File: config.mk
export PLATFORM = sky130hd
export DESIGN_NAME = centroid_unpacking_reader_flat
export DESIGN_NICKNAME = d
export VERILOG_FILES = /design/src/rtl/centroid_unpacking_reader_if.sv /design/src/rtl/centroid_unpacking_reader.sv /design/src/flat_wrapper.sv
export SDC_FILE = /design/constraint.sdc
export NUM_CORES = 1
export LEC_CHECK = 0
export ABC_CLOCK_PERIOD_IN_PS = 4300
export CELL_PAD_IN_SITES_DETAIL_PLACEMENT = 1
export CELL_PAD_IN_SITES_GLOBAL_PLACEMENT = 2
export CORE_UTILIZATION = 25
export DETAILED_ROUTE_END_ITERATION = 6
export GPL_ROUTABILITY_DRIVEN = 0
export GPL_TIMING_DRIVEN = 0
export PLACE_DENSITY_LB_ADDON = 0.08
export SYNTH_ARGS = -nofsm -noshare
export SYNTH_HDL_FRONTEND = slang
export SYNTH_SLANG_ARGS = --single-unit
File: constraint.sdc
create_clock -name clk -period 4.3 [get_ports clk]
set_input_delay 0.86 -clock clk [delete_from_list [all_inputs] [get_ports clk]]
set_output_delay 0.86 -clock clk [all_outputs]
set_load 0.005 [all_outputs]
File: src/rtl/centroid_unpacking_reader_if.sv
// Bundle of the centroid reader's control, memory-read and centroid-stream signals.
// master = the reader itself; slave = its environment (controller, memory, datapath).
interface centroid_unpacking_reader_if #(
    parameter int addrWidth        = 8,
    parameter int dataWidth        = 91,
    parameter int idx_width        = 3,
    parameter int accum_cord_width = 22
);
    logic                        start;
    logic [addrWidth-1:0]        base_addr;
    logic                        mem_rd_en;
    logic [addrWidth-1:0]        mem_addr;
    logic [dataWidth-1:0]        mem_rd_data;
    logic                        out_valid;
    logic                        out_ready;
    logic [idx_width-1:0]        centroid_idx;
    logic [accum_cord_width-1:0] cord_1;
    logic [accum_cord_width-1:0] cord_2;
    logic [accum_cord_width-1:0] cord_3;
    logic [accum_cord_width-1:0] cord_4;
    logic [accum_cord_width-1:0] cord_5;
    logic [accum_cord_width-1:0] cord_6;
    logic [accum_cord_width-1:0] cord_7;
    logic                        busy;
    logic                        done;

    modport master (
        input  start, base_addr, mem_rd_data, out_ready,
        output mem_rd_en, mem_addr, out_valid, centroid_idx,
               cord_1, cord_2, cord_3, cord_4, cord_5, cord_6, cord_7,
               busy, done
    );

    modport slave (
        output start, base_addr, mem_rd_data, out_ready,
        input  mem_rd_en, mem_addr, out_valid, centroid_idx,
               cord_1, cord_2, cord_3, cord_4, cord_5, cord_6, cord_7,
               busy, done
    );
endinterface

File: src/rtl/centroid_unpacking_reader.sv
// Reads packed centroid words from memory, splits each into seven coordinates,
// extends them and presents one centroid at a time over a valid/ready handshake.
module centroid_unpacking_reader #(
    parameter bit tc_mode          = 1'b0,
    parameter int addrWidth        = 8,
    parameter int dataWidth        = 91,
    parameter int centroid_num     = 8,
    parameter int accum_cord_width = 22,
    parameter int cordinate_width  = 13,
    localparam int idx_width       = (centroid_num > 1) ? $clog2(centroid_num) : 1
) (
    input  logic clk,
    input  logic rst,
    centroid_unpacking_reader_if.master bus
);

    localparam int num_cords = 7;
    localparam int ext_width = accum_cord_width - cordinate_width;

    typedef enum logic [2:0] {
        S_IDLE,
        S_READ,
        S_CAPTURE,
        S_PRESENT,
        S_DONE
    } state_t;

    state_t                      state_q, state_d;
    logic [addrWidth-1:0]        base_q;
    logic [idx_width-1:0]        idx_q;
    logic                        busy_q;
    logic                        out_valid_q;
    logic [idx_width-1:0]        centroid_idx_q;
    logic [accum_cord_width-1:0] cord_q [num_cords];
    logic                        handshake;
    logic                        last_centroid;

    function automatic logic [accum_cord_width-1:0] extend(
        input logic [cordinate_width-1:0] field
    );
        if (tc_mode)
            return {{ext_width{field[cordinate_width-1]}}, field};
        else
            return {{ext_width{1'b0}}, field};
    endfunction

    assign handshake     = out_valid_q & bus.out_ready;
    assign last_centroid = (idx_q == idx_width'(centroid_num - 1));

    // NOTE: sequential state uses non-blocking assignments so every register
    // samples the pre-edge values regardless of statement order.
    always_ff @(posedge clk) begin
        if (rst) begin
            state_q <= S_IDLE;
        end else begin
            state_q <= state_d;
        end
    end

    // NOTE: every output of this block gets a default first, so no path can
    // leave a signal unassigned and infer a latch.
    always_comb begin
        state_d       = state_q;
        bus.mem_rd_en = 1'b0;
        bus.mem_addr  = '0;
        bus.done      = 1'b0;
        unique case (state_q)
            S_IDLE: begin
                if (bus.start) state_d = S_READ;
            end
            S_READ: begin
                bus.mem_rd_en = 1'b1;
                bus.mem_addr  = base_q + addrWidth'(idx_q);
                state_d       = S_CAPTURE;
            end
            S_CAPTURE: begin
                state_d = S_PRESENT;
            end
            S_PRESENT: begin
                if (handshake) state_d = last_centroid ? S_DONE : S_READ;
            end
            S_DONE: begin
                bus.done = 1'b1;
                state_d  = S_IDLE;
            end
            default: state_d = S_IDLE;
        endcase
    end

    // NOTE: the coordinate registers are flops, not a memory, so they are
    // reset with everything else and read as 0 straight after reset.
    always_ff @(posedge clk) begin
        if (rst) begin
            base_q         <= '0;
            idx_q          <= '0;
            busy_q         <= 1'b0;
            out_valid_q    <= 1'b0;
            centroid_idx_q <= '0;
            for (int k = 0; k < num_cords; k++) cord_q[k] <= '0;
        end else begin
            unique case (state_q)
                S_IDLE: begin
                    if (bus.start) begin
                        base_q <= bus.base_addr;
                        idx_q  <= '0;
                        busy_q <= 1'b1;
                    end
                end
                S_CAPTURE: begin
                    // Read data arrives exactly one cycle after the READ strobe.
                    for (int k = 0; k < num_cords; k++)
                        cord_q[k] <= extend(bus.mem_rd_data[k*cordinate_width +: cordinate_width]);
                    centroid_idx_q <= idx_q;
                    out_valid_q    <= 1'b1;
                end
                S_PRESENT: begin
                    if (handshake) begin
                        out_valid_q <= 1'b0;
                        if (!last_centroid) idx_q <= idx_q + 1'b1;
                    end
                end
                S_DONE: begin
                    busy_q <= 1'b0;
                end
                default: ;
            endcase
        end
    end

    assign bus.out_valid    = out_valid_q;
    assign bus.centroid_idx = centroid_idx_q;
    assign bus.busy         = busy_q;
    assign bus.cord_1       = cord_q[0];
    assign bus.cord_2       = cord_q[1];
    assign bus.cord_3       = cord_q[2];
    assign bus.cord_4       = cord_q[3];
    assign bus.cord_5       = cord_q[4];
    assign bus.cord_6       = cord_q[5];
    assign bus.cord_7       = cord_q[6];

endmodule
File: src/flat_wrapper.sv
// flat-port wrapper written by rule: the top's interface ports become plain ports
module centroid_unpacking_reader_flat 
#(
    parameter bit tc_mode          = 1'b0,
    parameter int addrWidth        = 8,
    parameter int dataWidth        = 91,
    parameter int centroid_num     = 8,
    parameter int accum_cord_width = 22,
    parameter int cordinate_width  = 13,
    localparam int idx_width       = (centroid_num > 1) ? $clog2(centroid_num) : 1
)
  (clk, rst, bus_start, bus_base_addr, bus_mem_rd_data, bus_out_ready, bus_mem_rd_en, bus_mem_addr, bus_out_valid, bus_centroid_idx, bus_cord_1, bus_cord_2, bus_cord_3, bus_cord_4, bus_cord_5, bus_cord_6, bus_cord_7, bus_busy, bus_done);
  centroid_unpacking_reader_if #(.addrWidth(addrWidth), .dataWidth(dataWidth), .accum_cord_width(accum_cord_width)) bus_i ();
  input  logic clk;
  input  logic rst;
  input wire logic [$bits(bus_i.start)-1:0] bus_start;
  input wire logic [$bits(bus_i.base_addr)-1:0] bus_base_addr;
  input wire logic [$bits(bus_i.mem_rd_data)-1:0] bus_mem_rd_data;
  input wire logic [$bits(bus_i.out_ready)-1:0] bus_out_ready;
  output wire logic [$bits(bus_i.mem_rd_en)-1:0] bus_mem_rd_en;
  output wire logic [$bits(bus_i.mem_addr)-1:0] bus_mem_addr;
  output wire logic [$bits(bus_i.out_valid)-1:0] bus_out_valid;
  output wire logic [$bits(bus_i.centroid_idx)-1:0] bus_centroid_idx;
  output wire logic [$bits(bus_i.cord_1)-1:0] bus_cord_1;
  output wire logic [$bits(bus_i.cord_2)-1:0] bus_cord_2;
  output wire logic [$bits(bus_i.cord_3)-1:0] bus_cord_3;
  output wire logic [$bits(bus_i.cord_4)-1:0] bus_cord_4;
  output wire logic [$bits(bus_i.cord_5)-1:0] bus_cord_5;
  output wire logic [$bits(bus_i.cord_6)-1:0] bus_cord_6;
  output wire logic [$bits(bus_i.cord_7)-1:0] bus_cord_7;
  output wire logic [$bits(bus_i.busy)-1:0] bus_busy;
  output wire logic [$bits(bus_i.done)-1:0] bus_done;
  assign bus_i.start = bus_start;
  assign bus_i.base_addr = bus_base_addr;
  assign bus_i.mem_rd_data = bus_mem_rd_data;
  assign bus_i.out_ready = bus_out_ready;
  assign bus_mem_rd_en = bus_i.mem_rd_en;
  assign bus_mem_addr = bus_i.mem_addr;
  assign bus_out_valid = bus_i.out_valid;
  assign bus_centroid_idx = bus_i.centroid_idx;
  assign bus_cord_1 = bus_i.cord_1;
  assign bus_cord_2 = bus_i.cord_2;
  assign bus_cord_3 = bus_i.cord_3;
  assign bus_cord_4 = bus_i.cord_4;
  assign bus_cord_5 = bus_i.cord_5;
  assign bus_cord_6 = bus_i.cord_6;
  assign bus_cord_7 = bus_i.cord_7;
  assign bus_busy = bus_i.busy;
  assign bus_done = bus_i.done;
  centroid_unpacking_reader #(.tc_mode(tc_mode), .addrWidth(addrWidth), .dataWidth(dataWidth), .centroid_num(centroid_num), .accum_cord_width(accum_cord_width), .cordinate_width(cordinate_width)) u_core (.clk(clk), .rst(rst), .bus(bus_i));
endmodule
==> metrics.md <==
| Metric | Value |
|---|---|
| Setup Buffers After CTS | 0 |
| CTS tree | yes |
| Vias per Instance | 3.886 |
| Final setup skew | 0.009182 ns |
| LEAKAGE | 3.117 nW |
| CTS max path bufs | 2 |
| Synth Warn # | 0 |
| Total CTS buffers | 9 |
| Crit path largest cell delay | 0.54 ns |
| Slowest-stage cell, CP | clkdlybuf4s50_1 |
| CP endpoint kind | primary output |
| Main area contributors after synthesis | edfxtp_1 (56%), and2_1 (10%), buf_4 (10%), dfxtp_1 (7.8%), a21oi_1 (2.1%) |
| PnR worst setup slack | 0.8670 ns |
| Hpwl dp | 10520 um |
| Root buffer cell | clkbuf_16 |
| Iteration-0 DRC Markers | 78 |
| Layout cell share with drive strength beyond 1 | 14.35% |
| Run status | complete, no violations |
| Vias | 3610 |
| Cell area after synthesis | 4897 sq um |
| Largest area contributor in the netlist | edfxtp_1 |
| Power per Cell Area | 325.1 nW/um^2 |
| Rows | 50 |
| # diodes | 0 |
| Required time of the worst setup path | 3.44 ns |
| RSZ-0062 raised after global routing | no |
| Final nets | 773 |
| Slew margin rel. | between 50% and 60% |
| Core area | 18960 sq um |
| Antenna-violating nets left | 0 |
| Dpl ws | 1.250 ns |
| Initial antenna violation count | 0 |
| Time the worst path needs with I/O delays and setup | 3.433 ns |
| Clk Latency, worst-skew pair | about 0.35 ns |
| Worst vdd ir | 0.1667 mV |
| Final worst-path cycle share | 79.84% |
| Startpoint Class | register |
| First-pass GRT wire length | 20650 um |
| Die ar. | ~20000 sq um |
| Post-cts resize count | 0 |
| Final hold vios | 0 |
| Total gr overflow | 0 |
| Routed wire length per instance | 14.79 um |
| Starting Density | 25.83% |
| Yosys cell types | 38 |
| IO Count | 272 |
| Max Freq | around 290 MHz |
| Number of clock sinks | 110 |
| Tightest Pin Transition | 0.6222 ns |
| Critical path data arrival time | 2.57 ns |
| Setup CP Type | reg -> out |
| DRT Pass-1 Iters | 4 |
| Hold crit path type | reg -> reg |
| Largest net degree at the start of global routing | 63 |
| Setup crit start | u_core.idx_q[0] |
| Seq/Total Area, Yosys | between 60 and 70% |
| Area grow syn2layout | 60.60% |
| GRT Total Usage | ~14% |
| Hold depth | 2 |
| Post-CTS Hold Fix Bufs | 0 |
| I/O Buffers | 207 |
| Share of the synthesized area in the top cell type | 55.80% |
| Power, Total | 2.557 mW |
| Avg Cell Area, Syn | ~13 sq um |
| Clock transition at path regs | 0.07 ns |
| Critical R2R Launch | u_core.state_q[1] |
| Fillers | 2075 |
| Yosys reg bits | 110 |
| CP Max Fanout | 5 |
| Worst hold slack | roughly 0.46 ns |
| Pins Over Slew Limit | 0 |
| Number of global-route vias before repair | 3701 |
| Die height | 142.0 um |
| Final setup viols | 0 |
| Width of the die | roughly 140 um |
| Cells after synthesis | 383 |
| H-tree depth | 3 |
| Reg2Reg Depth | 4 |
| Critical-path cell list | ha_1 -> fa_1 -> a21oi_1 -> o21ai_0 -> a21oi_1 -> clkdlybuf4s50_1 |
| WL final | approximately 14000 um |
| Hold_sp | u_core.base_q[2] |
| Max-Cap Viols | 0 |
| Fin Setup TNS | 0 ns |
| CP dominant cell by count | a21oi_1 |
| Post-route DRC | 0 |
==> state kept, by name, indices dropped and copies added (netlist names) <==
register / flops
u_core.base_q: 8
u_core.bus.centroid_idx: 3
u_core.idx_q: 3
u_core.cord_q: 91
u_core.state_q: 3
u_core.bus.busy: 1
u_core.bus.out_valid: 1
==> final cells by class <==
| cell class | count | area [sq um] | area share (%) |
|---|---|---|---|
| plain buffers | 80 | 565.5 | 7.191 |
| clock buffers | 10 | 229.0 | 2.911 |
| repair buffers | 208 | 2100 | 26.69 |
| flip-flops and latches | 110 | 3113 | 39.58 |
| clock inverters | 6 | 78.83 | 1.002 |
| well taps | 260 | 325.3 | 4.136 |
| multi-input cells | 251 | 1439 | 18.29 |
| inverters | 4 | 15.01 | 0.1909 |
==> cell usage after synthesis, drive strengths merged <==
master and n:
edfxtp 91, and2 80, buf 70, a21oi 23, nand2 23, dfxtp 19, nor2b 14, clkbuf 10
nand3 6, o21ai 6, ha 5, inv 4, nand2b 3, nor2 3, nor3b 3, o311ai 3
or3 3, a2111oi 2, mux2i 2, nand3b 2, nor3 2, a21o 1, and3 1, conb 1
fa 1, nand4 1, nor4b 1, or2 1, or4b 1, xnor2 1
==> kinds of logic (layout without fill, tap and decap cells) <==
| family | after synthesis | count (layout) | synth area share, % |
|---|---|---|---|
| AND/OR/NAND/NOR | 144 | 144 | 17.76 |
| flip-flops | 110 | 110 | 63.57 |
| buffers and inverters | 84 | 308 | 11.85 |
| AO/OA/AOI/OAI | 35 | 35 | 4.471 |
| adder cells (fa/ha/maj) | 6 | 6 | 1.686 |
| multiplexers | 2 | 2 | 0.4088 |
| other | 1 | 63 | 0.07657 |
| XOR/XNOR | 1 | 1 | 0.1789 |
==> critical path, delay by kind of cell (launching register included) <==
kind | cells | cell delay, ns
fa+ha+maj | 2 | 0.68
compound gates | 3 | 0.64
buf+inv | 1 | 0.54
flops | 1 | 0.37
==> cell usage in the layout, fill, tap and decap left out, types with 5 or more instances in the layout <==
| master | netlist | final |
|---|---|---|
| clkdlybuf4s50_1 | 0 | 207 |
| nor2b_1 | 14 | 14 |
| and2_1 | 80 | 80 |
| o21ai_0 | 5 | 5 |
| clkbuf_1 | 10 | 11 |
| nand3_1 | 6 | 6 |
| nand2_1 | 23 | 23 |
| edfxtp_1 | 91 | 91 |
| a21oi_1 | 21 | 21 |
| buf_4 | 66 | 66 |
| dfxtp_1 | 19 | 19 |
| clkbuf_16 | 0 | 9 |
| ha_1 | 5 | 5 |
| conb_1 | 1 | 63 |
==> metrics by stage <==
| stage | cells | area [sq um] | util (%) |
|---|---|---|---|
| 4_1_cts | 929 | 7865 | 41.49 |
| 3_5_place_dp | 913 | 7557 | 39.87 |
| 6_report | 929 | 7865 | 41.49 |
| 3_3_place_gp | 912 | 7527 | 39.71 |
| 2_1_floorplan | 445 | 5130 | - |
| 5_1_grt | 929 | 7865 | 41.49 |
==> report_power, final <==
| part | switching [mW] | internal (mW) | leakage, nW |
|---|---|---|---|
| sequential | 0.0244 | 1.24 | 1.11 |
| combinational | 0.155 | 0.266 | 1.86 |
| clock | 0.411 | 0.464 | 0.151 |
==> worst paths after layout <==
kind                                              end  slack (ns)
worst min-delay path                 u_core.base_q[2]        0.46
worst min register to register       u_core.base_q[2]        0.46
worst max-delay path                  bus_mem_addr[4]        0.87
worst max register to register  u_core.cord_q[0][111]        1.99
==> layer usage <==
layer	vias up	global-route usage, %	share of wire [%]
li1	1743	-	-
met1	1709	16.04	41
met2	148	24.29	51
met3	10	3.062	6.5
met4	0	5.263	1.2
met5	-	0	0
(Power assumes the default switching activity.)
